`src/rtl/taptempo_pkg.sv`:
```
// ---------------------------------------------------------------------------
// taptempo_pkg
// Shared constants, width helpers and FSM encoding for the TapTempo datapath.
//   MIN_NS         : nanoseconds per minute
//   calc_dividend  : BPM numerator for a given tick size and clock period
//   calc_per_w     : width needed to hold a tap period in ticks
//   calc_bpm_w     : width needed to hold a BPM value up to bpm_max
//   state_e        : converter FSM states
// ---------------------------------------------------------------------------
package taptempo_pkg;

    localparam longint unsigned MIN_NS = 64'd60_000_000_000;

    typedef enum logic [1:0] {
        ST_IDLE,
        ST_AVG,
        ST_DIV,
        ST_DONE
    } state_e;

    // BPM = MIN_NS / (period_ticks * tp_cycle * clk_per_ns), so the
    // constant numerator absorbs everything except the period itself.
    function automatic longint unsigned calc_dividend(input int tp_cycle, input int clk_per_ns);
        return MIN_NS / (64'(tp_cycle) * 64'(clk_per_ns));
    endfunction

    function automatic int calc_per_w(input longint unsigned dividend);
        return $clog2(dividend + 1);
    endfunction

    function automatic int calc_bpm_w(input int bpm_max);
        return $clog2(bpm_max + 1);
    endfunction

endpackage

```
`src/rtl/udiv_restoring.sv`:
```
// ---------------------------------------------------------------------------
// udiv_restoring
// Unsigned restoring divider, one quotient bit per clock, MSB first.
//   clk_i, rst_n_i : clock, synchronous active-low reset
//   start_i        : load dividend/divisor and begin (ignored bits in flight
//                    are discarded)
//   dividend_i     : N_W-bit numerator
//   divisor_i      : D_W-bit denominator (zero yields an all-ones quotient)
//   done_o         : high during the final step; quotient_o is complete from
//                    the following cycle until the next start
//   quotient_o     : N_W-bit quotient
// ---------------------------------------------------------------------------
module udiv_restoring #(
    parameter int N_W = 20,
    parameter int D_W = 19
) (
    input  logic           clk_i,
    input  logic           rst_n_i,
    input  logic           start_i,
    input  logic [N_W-1:0] dividend_i,
    input  logic [D_W-1:0] divisor_i,
    output logic           done_o,
    output logic [N_W-1:0] quotient_o
);

    localparam int CNT_W = $clog2(N_W + 1);
    localparam logic [CNT_W-1:0] LAST = CNT_W'(N_W - 1);

    logic             busy_q, busy_d;
    logic [CNT_W-1:0] cnt_q, cnt_d;
    logic [N_W-1:0]   quo_q, quo_d;   // dividend bits leave at the top, quotient bits enter at the bottom
    logic [D_W-1:0]   rem_q, rem_d;
    logic [D_W-1:0]   dvs_q, dvs_d;
    logic [D_W:0]     rem_shift;
    logic             fits;

    // NOTE: every variable written here gets a default first so no path leaves it unassigned (no latch).
    always_comb begin
        busy_d    = busy_q;
        cnt_d     = cnt_q;
        quo_d     = quo_q;
        rem_d     = rem_q;
        dvs_d     = dvs_q;
        rem_shift = {rem_q, quo_q[N_W-1]};
        fits      = (rem_shift >= {1'b0, dvs_q});
        if (start_i) begin
            busy_d = 1'b1;
            cnt_d  = '0;
            quo_d  = dividend_i;
            rem_d  = '0;
            dvs_d  = divisor_i;
        end else if (busy_q) begin
            // Partial remainder stays below the divisor, so it always fits D_W bits.
            rem_d = fits ? D_W'(rem_shift - {1'b0, dvs_q}) : D_W'(rem_shift);
            quo_d = {quo_q[N_W-2:0], fits};
            cnt_d = cnt_q + 1'b1;
            if (cnt_q == LAST) begin
                busy_d = 1'b0;
            end
        end
    end

    // NOTE: state registers use non-blocking assignments so every flop samples pre-edge values.
    always_ff @(posedge clk_i) begin
        if (!rst_n_i) begin
            busy_q <= 1'b0;
            cnt_q  <= '0;
            quo_q  <= '0;
            rem_q  <= '0;
            dvs_q  <= '0;
        end else begin
            busy_q <= busy_d;
            cnt_q  <= cnt_d;
            quo_q  <= quo_d;
            rem_q  <= rem_d;
            dvs_q  <= dvs_d;
        end
    end

    assign done_o     = busy_q && (cnt_q == LAST);
    assign quotient_o = quo_q;

endmodule

```
`src/rtl/per2bpm_avg.sv`:
```
// ---------------------------------------------------------------------------
// per2bpm_avg
// Moving-average tap period to BPM converter with clamping.
//   clk_i, rst_n_i   : clock, synchronous active-low reset
//   btn_per_i        : tap period in ticks (valid/ready handshake)
//   btn_per_valid_i  : period available
//   btn_per_ready_o  : block can accept a period (IDLE only)
//   clear_i          : flush averaging history (deferred while busy)
//   bpm_o            : last computed BPM, held between results
//   bpm_valid_o      : one-cycle pulse with a new bpm_o
//   sat_hi_o         : last result clamped to BPM_MAX (also divide-by-zero)
//   sat_lo_o         : last result clamped to BPM_MIN
//   busy_o           : computation in progress
// Latency: handshake edge to bpm_valid_o is PER_W+3 cycles.
// ---------------------------------------------------------------------------
module per2bpm_avg
    import taptempo_pkg::*;
#(
    parameter int CLK_PER_NS = 40,
    parameter int TP_CYCLE   = 5120,
    parameter int BPM_MAX    = 250,
    parameter int BPM_MIN    = 30,
    parameter int AVG_DEPTH  = 4,
    parameter int ROUND      = 1,
    localparam longint unsigned DIVIDEND = calc_dividend(TP_CYCLE, CLK_PER_NS),
    localparam int PER_W = calc_per_w(DIVIDEND),
    localparam int BPM_W = calc_bpm_w(BPM_MAX)
) (
    input  logic             clk_i,
    input  logic             rst_n_i,
    input  logic [PER_W-1:0] btn_per_i,
    input  logic             btn_per_valid_i,
    output logic             btn_per_ready_o,
    input  logic             clear_i,
    output logic [BPM_W-1:0] bpm_o,
    output logic             bpm_valid_o,
    output logic             sat_hi_o,
    output logic             sat_lo_o,
    output logic             busy_o
);

    localparam int LOG2_D = $clog2(AVG_DEPTH);
    localparam int PTR_W  = (LOG2_D > 0) ? LOG2_D : 1;
    localparam int SUM_W  = PER_W + LOG2_D;
    localparam int DIV_W  = PER_W + 1;   // extra bit absorbs the rounding addend

    localparam logic [DIV_W-1:0] DIVIDEND_V  = DIV_W'(DIVIDEND);
    localparam logic [DIV_W-1:0] BPM_MAX_Q   = DIV_W'(BPM_MAX);
    localparam logic [DIV_W-1:0] BPM_MIN_Q   = DIV_W'(BPM_MIN);
    localparam logic [BPM_W-1:0] BPM_MAX_B   = BPM_W'(BPM_MAX);
    localparam logic [BPM_W-1:0] BPM_MIN_B   = BPM_W'(BPM_MIN);
    localparam logic [PTR_W-1:0] PTR_PREFILL = PTR_W'((AVG_DEPTH > 1) ? 1 : 0);

    state_e           state_q, state_d;
    logic [PER_W-1:0] hist_q [AVG_DEPTH];
    logic [PTR_W-1:0] wr_ptr_q, wr_ptr_d, wr_ptr_inc;
    logic [SUM_W-1:0] sum_q, sum_d;
    logic             hist_vld_q, hist_vld_d;
    logic             clr_pend_q, clr_pend_d;
    logic             div0_q, div0_d;
    logic [BPM_W-1:0] bpm_q, bpm_d;
    logic             sat_hi_q, sat_hi_d;
    logic             sat_lo_q, sat_lo_d;

    logic             accept;
    logic             hist_empty;
    logic [PER_W-1:0] avg;
    logic [DIV_W-1:0] div_dividend;
    logic             div_done;
    logic [DIV_W-1:0] quotient;
    logic [BPM_W-1:0] clamp_bpm;
    logic             clamp_hi, clamp_lo;

    assign accept     = btn_per_valid_i && (state_q == ST_IDLE);
    // A clear arriving with a sample is applied first, so the sample prefills.
    assign hist_empty = !hist_vld_q || clear_i;
    assign wr_ptr_inc = (AVG_DEPTH > 1) ? wr_ptr_q + 1'b1 : '0;
    assign avg        = sum_q[SUM_W-1:LOG2_D];
    assign div_dividend = DIVIDEND_V + ((ROUND != 0) ? DIV_W'(avg >> 1) : '0);

    udiv_restoring #(
        .N_W (DIV_W),
        .D_W (PER_W)
    ) u_div (
        .clk_i      (clk_i),
        .rst_n_i    (rst_n_i),
        .start_i    (state_q == ST_AVG),
        .dividend_i (div_dividend),
        .divisor_i  (avg),
        .done_o     (div_done),
        .quotient_o (quotient)
    );

    always_comb begin
        clamp_bpm = quotient[BPM_W-1:0];
        clamp_hi  = 1'b0;
        clamp_lo  = 1'b0;
        if (div0_q || (quotient > BPM_MAX_Q)) begin
            clamp_bpm = BPM_MAX_B;
            clamp_hi  = 1'b1;
        end else if (quotient < BPM_MIN_Q) begin
            clamp_bpm = BPM_MIN_B;
            clamp_lo  = 1'b1;
        end
    end

    always_comb begin
        state_d    = state_q;
        wr_ptr_d   = wr_ptr_q;
        sum_d      = sum_q;
        hist_vld_d = hist_vld_q;
        clr_pend_d = clr_pend_q;
        div0_d     = div0_q;
        bpm_d      = bpm_q;
        sat_hi_d   = sat_hi_q;
        sat_lo_d   = sat_lo_q;
        unique case (state_q)
            ST_IDLE: begin
                if (accept) begin
                    state_d    = ST_AVG;
                    hist_vld_d = 1'b1;
                    if (hist_empty) begin
                        sum_d    = SUM_W'(btn_per_i) << LOG2_D;
                        wr_ptr_d = PTR_PREFILL;
                    end else begin
                        // Modular arithmetic: the true result is never negative.
                        sum_d    = sum_q + SUM_W'(btn_per_i) - SUM_W'(hist_q[wr_ptr_q]);
                        wr_ptr_d = wr_ptr_inc;
                    end
                end else if (clear_i) begin
                    hist_vld_d = 1'b0;
                end
            end
            ST_AVG: begin
                state_d = ST_DIV;
                div0_d  = (avg == '0);
            end
            ST_DIV: begin
                if (div_done) begin
                    state_d = ST_DONE;
                end
            end
            ST_DONE: begin
                state_d  = ST_IDLE;
                bpm_d    = clamp_bpm;
                sat_hi_d = clamp_hi;
                sat_lo_d = clamp_lo;
                if (clr_pend_q || clear_i) begin
                    hist_vld_d = 1'b0;
                end
                clr_pend_d = 1'b0;
            end
            default: state_d = ST_IDLE;
        endcase
        if (((state_q == ST_AVG) || (state_q == ST_DIV)) && clear_i) begin
            clr_pend_d = 1'b1;
        end
    end

    always_ff @(posedge clk_i) begin
        if (!rst_n_i) begin
            state_q    <= ST_IDLE;
            wr_ptr_q   <= '0;
            sum_q      <= '0;
            hist_vld_q <= 1'b0;
            clr_pend_q <= 1'b0;
            div0_q     <= 1'b0;
            bpm_q      <= '0;
            sat_hi_q   <= 1'b0;
            sat_lo_q   <= 1'b0;
        end else begin
            state_q    <= state_d;
            wr_ptr_q   <= wr_ptr_d;
            sum_q      <= sum_d;
            hist_vld_q <= hist_vld_d;
            clr_pend_q <= clr_pend_d;
            div0_q     <= div0_d;
            bpm_q      <= bpm_d;
            sat_hi_q   <= sat_hi_d;
            sat_lo_q   <= sat_lo_d;
        end
    end

    // NOTE: the history array has no reset; hist_vld_q marks it empty and the next sample prefills every entry.
    always_ff @(posedge clk_i) begin
        if (accept) begin
            if (hist_empty) begin
                for (int i = 0; i < AVG_DEPTH; i++) begin
                    hist_q[i] <= btn_per_i;
                end
            end else begin
                hist_q[wr_ptr_q] <= btn_per_i;
            end
        end
    end

    assign btn_per_ready_o = (state_q == ST_IDLE);
    assign busy_o          = (state_q != ST_IDLE);
    assign bpm_valid_o     = (state_q == ST_DONE);
    // The fresh result is visible in DONE itself and held from then on.
    assign bpm_o           = bpm_valid_o ? clamp_bpm : bpm_q;
    assign sat_hi_o        = bpm_valid_o ? clamp_hi  : sat_hi_q;
    assign sat_lo_o        = bpm_valid_o ? clamp_lo  : sat_lo_q;

endmodule

```
`config.mk`:
```
export PLATFORM = sky130hd
export DESIGN_NAME = per2bpm_avg
export DESIGN_NICKNAME = d
export VERILOG_FILES = /design/src/rtl/taptempo_pkg.sv /design/src/rtl/udiv_restoring.sv /design/src/rtl/per2bpm_avg.sv
export SDC_FILE = /design/constraint.sdc
export NUM_CORES = 1
export LEC_CHECK = 0
export CORE_ASPECT_RATIO = 1.5
export CORE_UTILIZATION = 39
export DETAILED_ROUTE_END_ITERATION = 12
export PLACE_DENSITY = 0.61
export SLEW_MARGIN = 25
export SYNTH_ARGS = -nofsm -noshare
export SYNTH_HDL_FRONTEND = slang
export SYNTH_HIERARCHICAL = 1
export SYNTH_SLANG_ARGS = --single-unit
```
`constraint.sdc`:
```
create_clock -name clk_i -period 10.4 [get_ports clk_i]
set_input_delay 3.12 -clock clk_i [delete_from_list [all_inputs] [get_ports clk_i]]
set_output_delay 3.12 -clock clk_i [all_outputs]
set_load 0.05 [all_outputs]
```
### Word level (Yosys, flattened, before mapping)

Memory sizes are Yosys's and may differ from the RTL's. A register that Yosys moved wholly into a read port is not among the register bits.
Cells that the tools add are included.
W data, S select, Z words.

* add/subtract/negate cells: 6
* equal/unequal tests: 8
* $lt $le $gt $ge: 3
* mux-type cells: 36
* reduce and logical (&&, ||, !) cells: 19
* bitwise gates (word level): 1

Operator list (count)
* $mux W20: 2
* $mux W19: 2
* $mux W8: 3
* $add A21 B19 Y21: 1
* $mux W21: 1
* $sub A21 B19 Y21: 1
* $add A19 B18 Y20 const A: 1
* $ge A20 B19 Y1: 1
* $gt A20 B8 Y1 const B: 1
* $lt A20 B5 Y1 const B: 1
* $mux W1: 20
* $logic_not A19 Y1: 1
* $reduce_or A19 Y1: 1
* $sub A19 B19 Y19: 1
* $mux W2: 6
* $pmux W2 S4: 1
* $reduce_bool A2 Y1: 4
* $add A5 B1 Y5 const B: 1
* $eq A5 B5 Y1 const B: 1
* $eq A2 B2 Y1 const B: 2
* $logic_or A1 B1 Y1: 4
* $ne A2 B1 Y1 const B: 2
* $reduce_and A2 Y1: 2
* $logic_and A1 B1 Y1: 3
* 10 further kinds: 10

* memories: 1
* memory bits (writable): 76
* output and inout port bits: 13
* bits in registers: 102
* input port bits: 23

Memory list
* hist_q: words 4, bits a word 19, rd ports 1, clocked after memory_dff 1, write ports 4, line per2bpm_avg.sv:55 `logic [PER_W-1:0] hist_q [AVG_DEPTH];`

### Depth between registers and ports, before layout

Gate-level depths: netlist (run 1).

* word-level depth: 7
* mapped depth: 13
* depth with buffers taken out: 12

### Cells and area by module

The synthesis (run 1) kept the hierarchy.

Modules (own cells, without submodules)
* per2bpm_avg: area an instance 6527.5 um^2, instances 1, sequential area each 3083.0 um^2, cells an instance 592
* udiv_restoring: area an instance 3853.7 um^2, instances 1, sequential area each 1281.2 um^2, cells an instance 441

### Least setup slack after synthesis (run 1)

No wires, ideal clock.

* path type: input port to flip-flop
* start: in btn_per_i[4]
* end: reg sum_q[20]
* stages: 10
* slack: 4.900 ns
* buffers on the path: 0
* library setup time: 0.082 ns
* data arrival time: 5.417 ns
* path through: inv_1 -> fa_1 -> inv_1 -> ha_1 -> a21o_1 -> a2111o_1 -> o21ai_4 -> o221ai_2 -> a2111o_1 -> o221ai_1

* word-level cells in the longest chain between the ends: 3

Ends and longest elaborated chain
* from (decl): line per2bpm_avg.sv:31 `input logic [PER_W-1:0] btn_per_i,`
* $add A21 B19 Y21: line per2bpm_avg.sv:127 `sum_d = sum_q + SUM_W'(btn_per_i) - SUM_W'(hist_q[wr_ptr_q]);`
* $sub A21 B19 Y21: line per2bpm_avg.sv:127
* $mux W21: line per2bpm_avg.sv:122 `if (hist_empty) begin`
* to (signal assigned): line per2bpm_avg.sv:174 `sum_q <= sum_d;`
* to (decl): line per2bpm_avg.sv:57 `logic [SUM_W-1:0] sum_q, sum_d;`

No other way between the ends.
A chain may end at the register's enable or synchronous reset.

### Worst setup path after layout (run 1)

* start: reg u_div.quo_q[12] (netlist: u_div/quotient_o[12])
* end: out bpm_o[0]

* word-level cells in the longest chain between the ends: 4
* elaborated cells on any way between the ends: 6
* those cells by class: order compare (2); mux (3); reduce/logical (1)

Ends and longest elaborated chain
* from (decl): line udiv_restoring.sv:31 `logic [N_W-1:0] quo_q, quo_d;`
* from (signal assigned): line udiv_restoring.sv:74 `quo_q <= quo_d;`
* $lt A20 B5 Y1 / $gt A20 B8 Y1 (equally long branches): line per2bpm_avg.sv:101, per2bpm_avg.sv:98
* $mux W8 / $logic_or A1 B1 Y1 (equally long branches): line per2bpm_avg.sv:101, per2bpm_avg.sv:98
* $mux W8 *: line per2bpm_avg.sv:98 `if (div0_q || (quotient > BPM_MAX_Q)) begin`
* $mux W8 *
* to (decl): line per2bpm_avg.sv:35 `output logic [BPM_W-1:0] bpm_o,`

Mark *: on every way between the ends. The rest lies on a longest branch, timed or not.

==> metrics.log, run 1 <==
[metrics] standby leakage power: about 4.6 nW
[metrics] most common cell after layout, fill and taps aside: sky130_fd_sc_hd__inv_1
[metrics] number of ports placed on the die boundary: 36
[metrics] Hold Crit Class: reg2reg
[metrics] synthesized netlist cell count: between 1000 and 1500
[metrics] CTS root buffer: sky130_fd_sc_hd__clkbuf_16
[metrics] switching part of the total power: 44.74%
[metrics] number of placement rows: 72
[metrics] final WL: 23580 um
[metrics] total standard cell area after synthesis: between 10000 and 15000 sq um
[metrics] Congestion Overflow GR: 0
[metrics] number of flip-flops and latches in the synthesized netlist: between 150 and 200
[metrics] Post-synth top flop: sky130_fd_sc_hd__dfxtp_1
[metrics] worst-case headroom to the max-slew limit: 35.30%
[metrics] top library cells by usage in the layout, fill and taps aside: sky130_fd_sc_hd__inv_1, sky130_fd_sc_hd__dfxtp_1, sky130_fd_sc_hd__edfxtp_1
[metrics] number of maximum-capacitance violations: 0
[metrics] net count after synthesis: approximately 1100
[metrics] Crit-path slowest cell: sky130_fd_sc_hd__clkdlybuf4s50_1
[metrics] initial core utilization: 40.01%
[metrics] CTS sink count: 180
[metrics] setup repair after global routing missed its margin: no
[metrics] per-instance average area after synthesis: ~10 sq um
[metrics] register cell area after layout: 4365 sq um
[metrics] Gate power share: between 50% and 60%
[metrics] delay contributed by the slowest stage of the critical path: 0.84 ns
[metrics] total of hold buffers inserted after clock tree synthesis: 0
[metrics] number of global-route vias before repair: 7691
[metrics] number of placed cells counting well taps: ~1400
[metrics] Internal Pwr Total: ~2.2 mW
[metrics] chip width: 135.2 um
[metrics] arrival time worst endpoint: between 3 and 4 ns
[metrics] number of buffer and inverter stages on the critical path: 1
[metrics] Fill cells: roughly 2500
[metrics] clk_skew: ~0.014 ns
[metrics] synth top area cells: sky130_fd_sc_hd__edfxtp_1, sky130_fd_sc_hd__dfxtp_1, sky130_fd_sc_hd__ha_1, sky130_fd_sc_hd__mux2i_1, sky130_fd_sc_hd__inv_1
[metrics] proportion of register bits with asynchronous set or reset after synthesis: 0%
[metrics] Power Total: ~4.0 mW
[metrics] share of synthesized cell area in full adder, half adder and majority cells: approximately 9.6%
[metrics] number of buffers on the longest clock path: 2
[metrics] number of buffers added for setup after CTS: 0
[metrics] largest family of logic cells by synthesized area: compound AO/OA/AOI/OAI gates
[metrics] final instance count without filler cells: ~1400
[metrics] share of final-layout standard cells stronger than drive strength 1: ~7.5%
[metrics] wire length per cell: about 17 um
[metrics] fraction of synthesized area in multiplexers: slightly above 9%
[metrics] violation count after the first detailed-route iteration: 370
[metrics] type of destination of the critical path: primary output
[metrics] sequential-to-total area share from yosys stat: 42.04%
[metrics] via count: 7542
[metrics] DRT Pass-1 Iters: 4
[metrics] terminating pin of the worst hold path: clr_pend_q
[metrics] multi-input logic area: about 5300 sq um
[metrics] first-pass GRT wire length: roughly 39000 um
[metrics] cells traversed along the worst timing path: nor4_1, nand3_1, nor3_2, nand3b_1, o22ai_1, clkdlybuf4s50_1
[metrics] hold path depth: 2
[metrics] Synth Area in Compound Gates: between 10% and 20%
[metrics] Cell variety after synth: between 70 and 80
[metrics] total core area: around 26000 sq um
[metrics] result of the run: completed
[metrics] slack of the worst reg-to-reg path: roughly 6.5 ns
[metrics] Yosys warnings: 6
[metrics] simple logic cell fraction of the synthesized area: approximately an eighth
[metrics] ratio of total power to cell area: around 350 nW/um^2
[metrics] maximum number of pins on one net before global-route repair: 68
[metrics] Final Worst Setup Slack: between 4 and 5 ns
[metrics] Worst Setup Slack post-DPL: 4.055 ns
[metrics] DIE AREA: 27290 sq um
[metrics] final setup TNS: 0 ns
[metrics] VDD IR max: about 0.37 mV
[metrics] aggregate global-route resource usage: 18.17%
[metrics] proportion of netlist area held by the largest area contributor: 21.98%
[metrics] terminus of the critical flop-to-flop path: sum_q[15]
[metrics] clock transition time at the flip-flop clock pins of the worst setup and hold paths: approximately 0.07 ns
[metrics] post-route fraction of the period consumed by the critical path: roughly three fifths
[metrics] net load switching power: about 1.8 mW
[metrics] post-detail-place hpwl: roughly 17000 um
[metrics] number of remaining DRC errors: 0
[metrics] last weighted congestion value of the routability-driven placer: ~0.9
[metrics] count of final max-slew check failures: 0
[metrics] nets: between 1000 and 1500
[metrics] category of the critical setup timing path: reg2out
[metrics] clock latency on the worst-skew pair: around 0.44 ns
[metrics] CTS H-tree depth: 4
[metrics] part of the total power dissipated in the clock network: ~16%
[metrics] cells resized by post-CTS repair: 0
[metrics] Die Span Y: ~200 um
[metrics] crit-path max FO: 7
[metrics] Final min period: between 6 and 7 ns
[metrics] clock tree from TritonCTS: built
[metrics] Synth area leader: sky130_fd_sc_hd__edfxtp_1
[metrics] remaining number of nets flagged by the antenna check after routing: 0
[metrics] family with the most delay on the worst path: simple AND/OR/NAND/NOR gates
[metrics] count of final setup violators: 0
[metrics] Final Util: between 40% and 50%
[metrics] crit path launch type: flop
[metrics] final hold violations: 0
[metrics] vias per cell: approximately 5.4
[metrics] number of antenna violations at the first check in global routing: 0
[metrics] fraction of synthesized cell area in xor and xnor cells: under 10%
[metrics] number of cells on the worst reg-to-reg path: 10
[metrics] number of enable-type register cells in the synthesized netlist: 76
[metrics] number of inserted diodes: 0
[metrics] slew at the pin with the worst max-slew slack: 0.9692 ns
[metrics] signed area change from the synthesized netlist to the final layout: 11.20%
[metrics] peak clock frequency supported by timing: between 150 and 200 MHz
[metrics] # port buffers: 35
[metrics] required arrival time at the worst endpoint: about 7.3 ns
[metrics] start point of the worst hold path: clr_pend_q
[metrics] part of the power in registers: a little over a quarter
[metrics] number of buffers created by CTS: 17
==> worst max path at each step <==
stage	slack [ns]	endpoint	start	cells after the start
after global placement	4.13	sum_q[15]	btn_per_i[3]	11
after CTS	4.07	bpm_o[0]	u_div/quotient_o[12]	6
after detailed placement	4.05	sum_q[15]	btn_per_i[4]	11
after global routing	3.95	bpm_o[0]	u_div/quotient_o[12]	6
after floorplan	4.90	sum_q[20]	btn_per_i[4]	10
final	4.14	bpm_o[0]	u_div/quotient_o[12]	6
==> per-layer routing <==
metal  share of wire, %  GRT usage, %
met2                 55         33.99
met1                 41         20.33
met5                  0             0
met3                2.3         2.558
met4                2.2         7.022
==> final cells by class <==
| cell class | instances | area share (%) |
|---|---|---|
| clock buffer | 17 | 3.685 |
| clock inverter | 15 | 1.225 |
| inverter | 116 | 3.772 |
| multi-input combinational | 686 | 46.18 |
| sequential | 180 | 37.82 |
| tap | 333 | 3.609 |
| timing repair buffer | 46 | 3.707 |
==> synthesized netlist by cell type, drive strengths merged (13+ instances only) <==
library cell,instances
a31oi,14
o211a,22
o211ai,16
inv,115
nand2,75
edfxtp,76
nand4,13
ha,48
nor2b,23
mux2i,52
mux4,19
nand2b,16
nand3,21
fa,20
a21oi,66
clkbuf,39
xnor2,28
o21ai,45
nor2,50
dfxtp,104
and2,18
==> sequential cells by signal (all words and copies together), names as in the netlist, named ones only <==
signal / cells
state_q: 2
sat_lo_q: 1
u_div/cnt_q: 5
div0_q: 1
u_div/quotient_o: 20
bpm_q: 8
sat_hi_q: 1
u_div/rem_q: 19
hist_q: 76
u_div/dvs_q: 19
hist_vld_q: 1
clr_pend_q: 1
sum_q: 21
wr_ptr_q: 2
u_div/busy_q: 1
==> worst register-to-register path, stage by stage, from the launching register on <==
cell,delay [ns]
sky130_fd_sc_hd__dfxtp_1,0.96
sky130_fd_sc_hd__mux4_2,0.44
sky130_fd_sc_hd__fa_1,0.49
sky130_fd_sc_hd__inv_1,0.04
sky130_fd_sc_hd__ha_1,0.35
sky130_fd_sc_hd__and3_2,0.24
sky130_fd_sc_hd__a211oi_1,0.51
sky130_fd_sc_hd__o22a_2,0.32
sky130_fd_sc_hd__a21oi_1,0.10
sky130_fd_sc_hd__o21a_1,0.18
sky130_fd_sc_hd__o32ai_1,0.23
==> power by group through the flow <==
stage          clock network [mW]  registers, mW  logic [mW]
2_1_floorplan                   0           1.04        1.90
3_5_place_dp                    0           1.09        2.31
4_1_cts                     0.649           1.08        2.32
3_3_place_gp                    0           1.09        2.29
5_1_grt                     0.671           1.10        2.57
6_report                    0.632           1.08        2.32
==> stage by stage <==
step	area [sq um]	hold slack (ns)
2_1_floorplan	10380	0.4505
3_3_place_gp	10980	0.4668
3_5_place_dp	10980	0.4652
4_1_cts	11540	0.4771
5_1_grt	11540	0.5025
6_report	11540	0.4728
==> cells by family after synthesis <==
| group | Yosys count |
|---|---|
| AO/OA/AOI/OAI | 248 |
| XOR/XNOR | 37 |
| adder cells (fa/ha/maj) | 68 |
| buffers and inverters | 167 |
| flip-flops | 180 |
| multiplexers | 71 |
| AND/OR/NAND/NOR | 262 |
No activity file was read; power rests on OpenSTA's default activity.
==> run 2, diff against run 1 <==
==> constraint.sdc (replaced) <==
create_clock -name clk_i -period 5.86 [get_ports clk_i]
set_input_delay 1.758 -clock clk_i [delete_from_list [all_inputs] [get_ports clk_i]]
set_output_delay 1.758 -clock clk_i [all_outputs]
set_load 0.05 [all_outputs]
==> run 2 against run 1 <==
Effect of this change:
- sequential share of layout area about the same
- hold slack improved by 0.0033 ns
- first-iteration DRC count decreased by 14%
==> metrics.log, run 2 (synthesized netlist as in run 1, its figures left out) <==
[metrics] VDD IR max: 0.6155 mV (was 0.3705 mV)
[metrics] terminating pin of the worst hold path: clr_pend_q (unchanged)
[metrics] final setup TNS: 0 ns (unchanged)
[metrics] share of final-layout standard cells stronger than drive strength 1: 7.634% (was 7.547%)
[metrics] number of maximum-capacitance violations: 0 (unchanged)
[metrics] signed area change from the synthesized netlist to the final layout: 11.06% (was 11.20%)
[metrics] final hold violations: 0 (unchanged)
[metrics] peak clock frequency supported by timing: 203.2 MHz
[metrics] Worst Setup Slack post-DPL: 0.8731 ns (was 4.055 ns)
[metrics] required arrival time at the worst endpoint: 4.10 ns (was 7.28 ns)
[metrics] setup repair after global routing missed its margin: no (unchanged)
[metrics] slack of the worst reg-to-reg path: 1.91 ns (was 6.46 ns)
[metrics] Crit-path slowest cell: sky130_fd_sc_hd__clkdlybuf4s50_1 (unchanged)
[metrics] number of placed cells counting well taps: 1362 (was 1361)
[metrics] standby leakage power: 4.620 nW (was 4.627 nW)
[metrics] number of global-route vias before repair: 7642 (was 7691)
[metrics] Hold Crit Class: reg2reg (unchanged)
[metrics] Power Total: 7.093 mW (was 4.027 mW)
[metrics] first element of the critical path: u_div/quotient_o[12] (unchanged)
[metrics] first-pass GRT wire length: 38730 um (was 38780 um)
[metrics] remaining number of nets flagged by the antenna check after routing: 0 (unchanged)
[metrics] DRT Pass-1 Iters: 5 (was 4)
[metrics] via count: 7512 (was 7542)
[metrics] number of inserted diodes: 0 (unchanged)
[metrics] Reg with most FFs: hist_q (unchanged)
[metrics] total core area: 25940 sq um (unchanged)
[metrics] number of placement rows: 72 (unchanged)
[metrics] clock transition time at the flip-flop clock pins of the worst setup and hold paths: 0.07 ns (about the same)
[metrics] clock latency on the worst-skew pair: 0.44 ns (about the same)
[metrics] nets: 1139 (was 1138)
[metrics] hold path depth: 2 (unchanged)
[metrics] worst hold slack across all endpoints: 0.4762 ns (was 0.4728 ns)
[metrics] cells resized by post-CTS repair: 0 (unchanged)
[metrics] Die Span Y: 201.8 um (unchanged)
[metrics] clk_skew: 0.009751 ns (was 0.01381 ns)
[metrics] # port buffers: 35 (unchanged)
[metrics] number of buffers added for setup after CTS: 0 (unchanged)
[metrics] DIE AREA: 27290 sq um (unchanged)
[metrics] slew at the pin with the worst max-slew slack: 1.019 ns (was 0.9692 ns)
[metrics] number of antenna violations at the first check in global routing: 0 (unchanged)
[metrics] final instance count without filler cells: 1394 (was 1393)
[metrics] start point of the worst hold path: clr_pend_q (unchanged)
[metrics] initial core utilization: 40.01% (unchanged)
[metrics] crit-path max FO: 7 (unchanged)
[metrics] Placed Area: 10980 sq um (about the same)
[metrics] crit path launch type: flop (unchanged)
[metrics] count of final setup violators: 0 (unchanged)
[metrics] arrival time worst endpoint: 3.16 ns (was 3.14 ns)
[metrics] number of cells on the worst reg-to-reg path: 10 (unchanged)
[metrics] CTS sink count: 180 (unchanged)
[metrics] CTS H-tree depth: 4 (unchanged)
[metrics] total of hold buffers inserted after clock tree synthesis: 0 (unchanged)
[metrics] number of ports placed on the die boundary: 36 (unchanged)
[metrics] number of remaining DRC errors: 0 (unchanged)
[metrics] vias per cell: 5.389 (was 5.414)
[metrics] post-route fraction of the period consumed by the critical path: between 80% and 90%
[metrics] last weighted congestion value of the routability-driven placer: 0.8827 (was 0.8797)
[metrics] delay contributed by the slowest stage of the critical path: 0.84 ns (about the same)
[metrics] CTS root buffer: sky130_fd_sc_hd__clkbuf_16 (unchanged)
[metrics] chip width: 135.2 um (unchanged)
[metrics] wire length per cell: 16.92 um (was 16.93 um)
[metrics] worst-case headroom to the max-slew limit: 31.76% (was 35.30%)
[metrics] number of buffers on the longest clock path: 2 (unchanged)
[metrics] Final Cell Area: 11530 sq um (was 11540 sq um)
[metrics] top library cells by usage in the layout, fill and taps aside: sky130_fd_sc_hd__inv_1, sky130_fd_sc_hd__dfxtp_1, sky130_fd_sc_hd__edfxtp_1 (unchanged)
[metrics] result of the run: completed (unchanged)
[metrics] max FFs per register: 76 (unchanged)
[metrics] aggregate global-route resource usage: 18.25% (was 18.17%)
[metrics] final WL: 23590 um (was 23580 um)
[metrics] Final Worst Setup Slack: 0.9377 ns (was 4.139 ns)
[metrics] cells traversed along the worst timing path: nor4_1, nand3_1, nor3_2, nand3b_1, o22ai_1, clkdlybuf4s50_1 (unchanged)
[metrics] number of buffers created by CTS: 17 (unchanged)
[metrics] maximum number of pins on one net before global-route repair: 61 (was 68)
[metrics] category of the critical setup timing path: reg2out (unchanged)
[metrics] type of destination of the critical path: primary output (unchanged)
[metrics] violation count after the first detailed-route iteration: 320 (was 370)
[metrics] most common cell after layout, fill and taps aside: sky130_fd_sc_hd__inv_1 (unchanged)
[metrics] terminus of the critical flop-to-flop path: sum_q[15] (unchanged)
[metrics] count of final max-slew check failures: 0 (unchanged)
[metrics] Final min period: 4.922 ns
[metrics] ratio of total power to cell area: 615.2 nW/um^2 (was 348.8 nW/um^2)
[metrics] Congestion Overflow GR: 0 (unchanged)
[metrics] post-detail-place hpwl: 17460 um (was 17430 um)
[metrics] clock tree from TritonCTS: built (unchanged)
[metrics] Final Util: 44.44% (was 44.49%)
==> run 2: layout make-up <==
cell class	count	area, sq um
fill	2502	14420
multi-input combinational	686	5331
sequential	180	4365
timing repair buffer	47	435.4
inverter	116	435.4
clock buffer	18	429.2
tap	333	416.7
clock inverter	14	116.4
==> run 2: how the worst max path moves through the flow <==
| stage | to | slack, ns | cells past startpoint |
|---|---|---|---|
| final | bpm_o[0] | 0.94 | 6 |
| after global routing | bpm_o[0] | 0.68 | 6 |
| after CTS | bpm_o[0] | 0.89 | 6 |
| after detailed placement | sum_q[15] | 0.87 | 11 |
| after global placement | sum_q[15] | 0.96 | 11 |
| after floorplan | sum_q[20] | 1.72 | 10 |
==> run 2: critical path: cells and delay by family, from the launching register on <==
| family | cells | cell delay [ns] |
|---|---|---|
| flip-flops | 1 | 0.33 |
| AND/OR/NAND/NOR | 4 | 1.31 |
| buffers and inverters | 1 | 0.84 |
| AO/OA/AOI/OAI | 1 | 0.24 |
==> run 2: power by group <==
group / switching (mW) / internal [mW]
Combinational: 2.43 / 1.67
Sequential: 0.233 / 1.68
Clock: 0.522 / 0.555
==> run 2: layer usage <==
layer | part of all wire, % | wire [um] | GRT usage [%] | vias up
met1 | 41 | 9557 | 19.94 | 3637
met3 | 2.3 | 535 | 2.684 | 39
li1 | - | - | - | 3737
met4 | 2.6 | 606 | 7.343 | 0
met2 | 55 | 12890 | 34.49 | 99
met5 | 0 | 0 | 0 | -
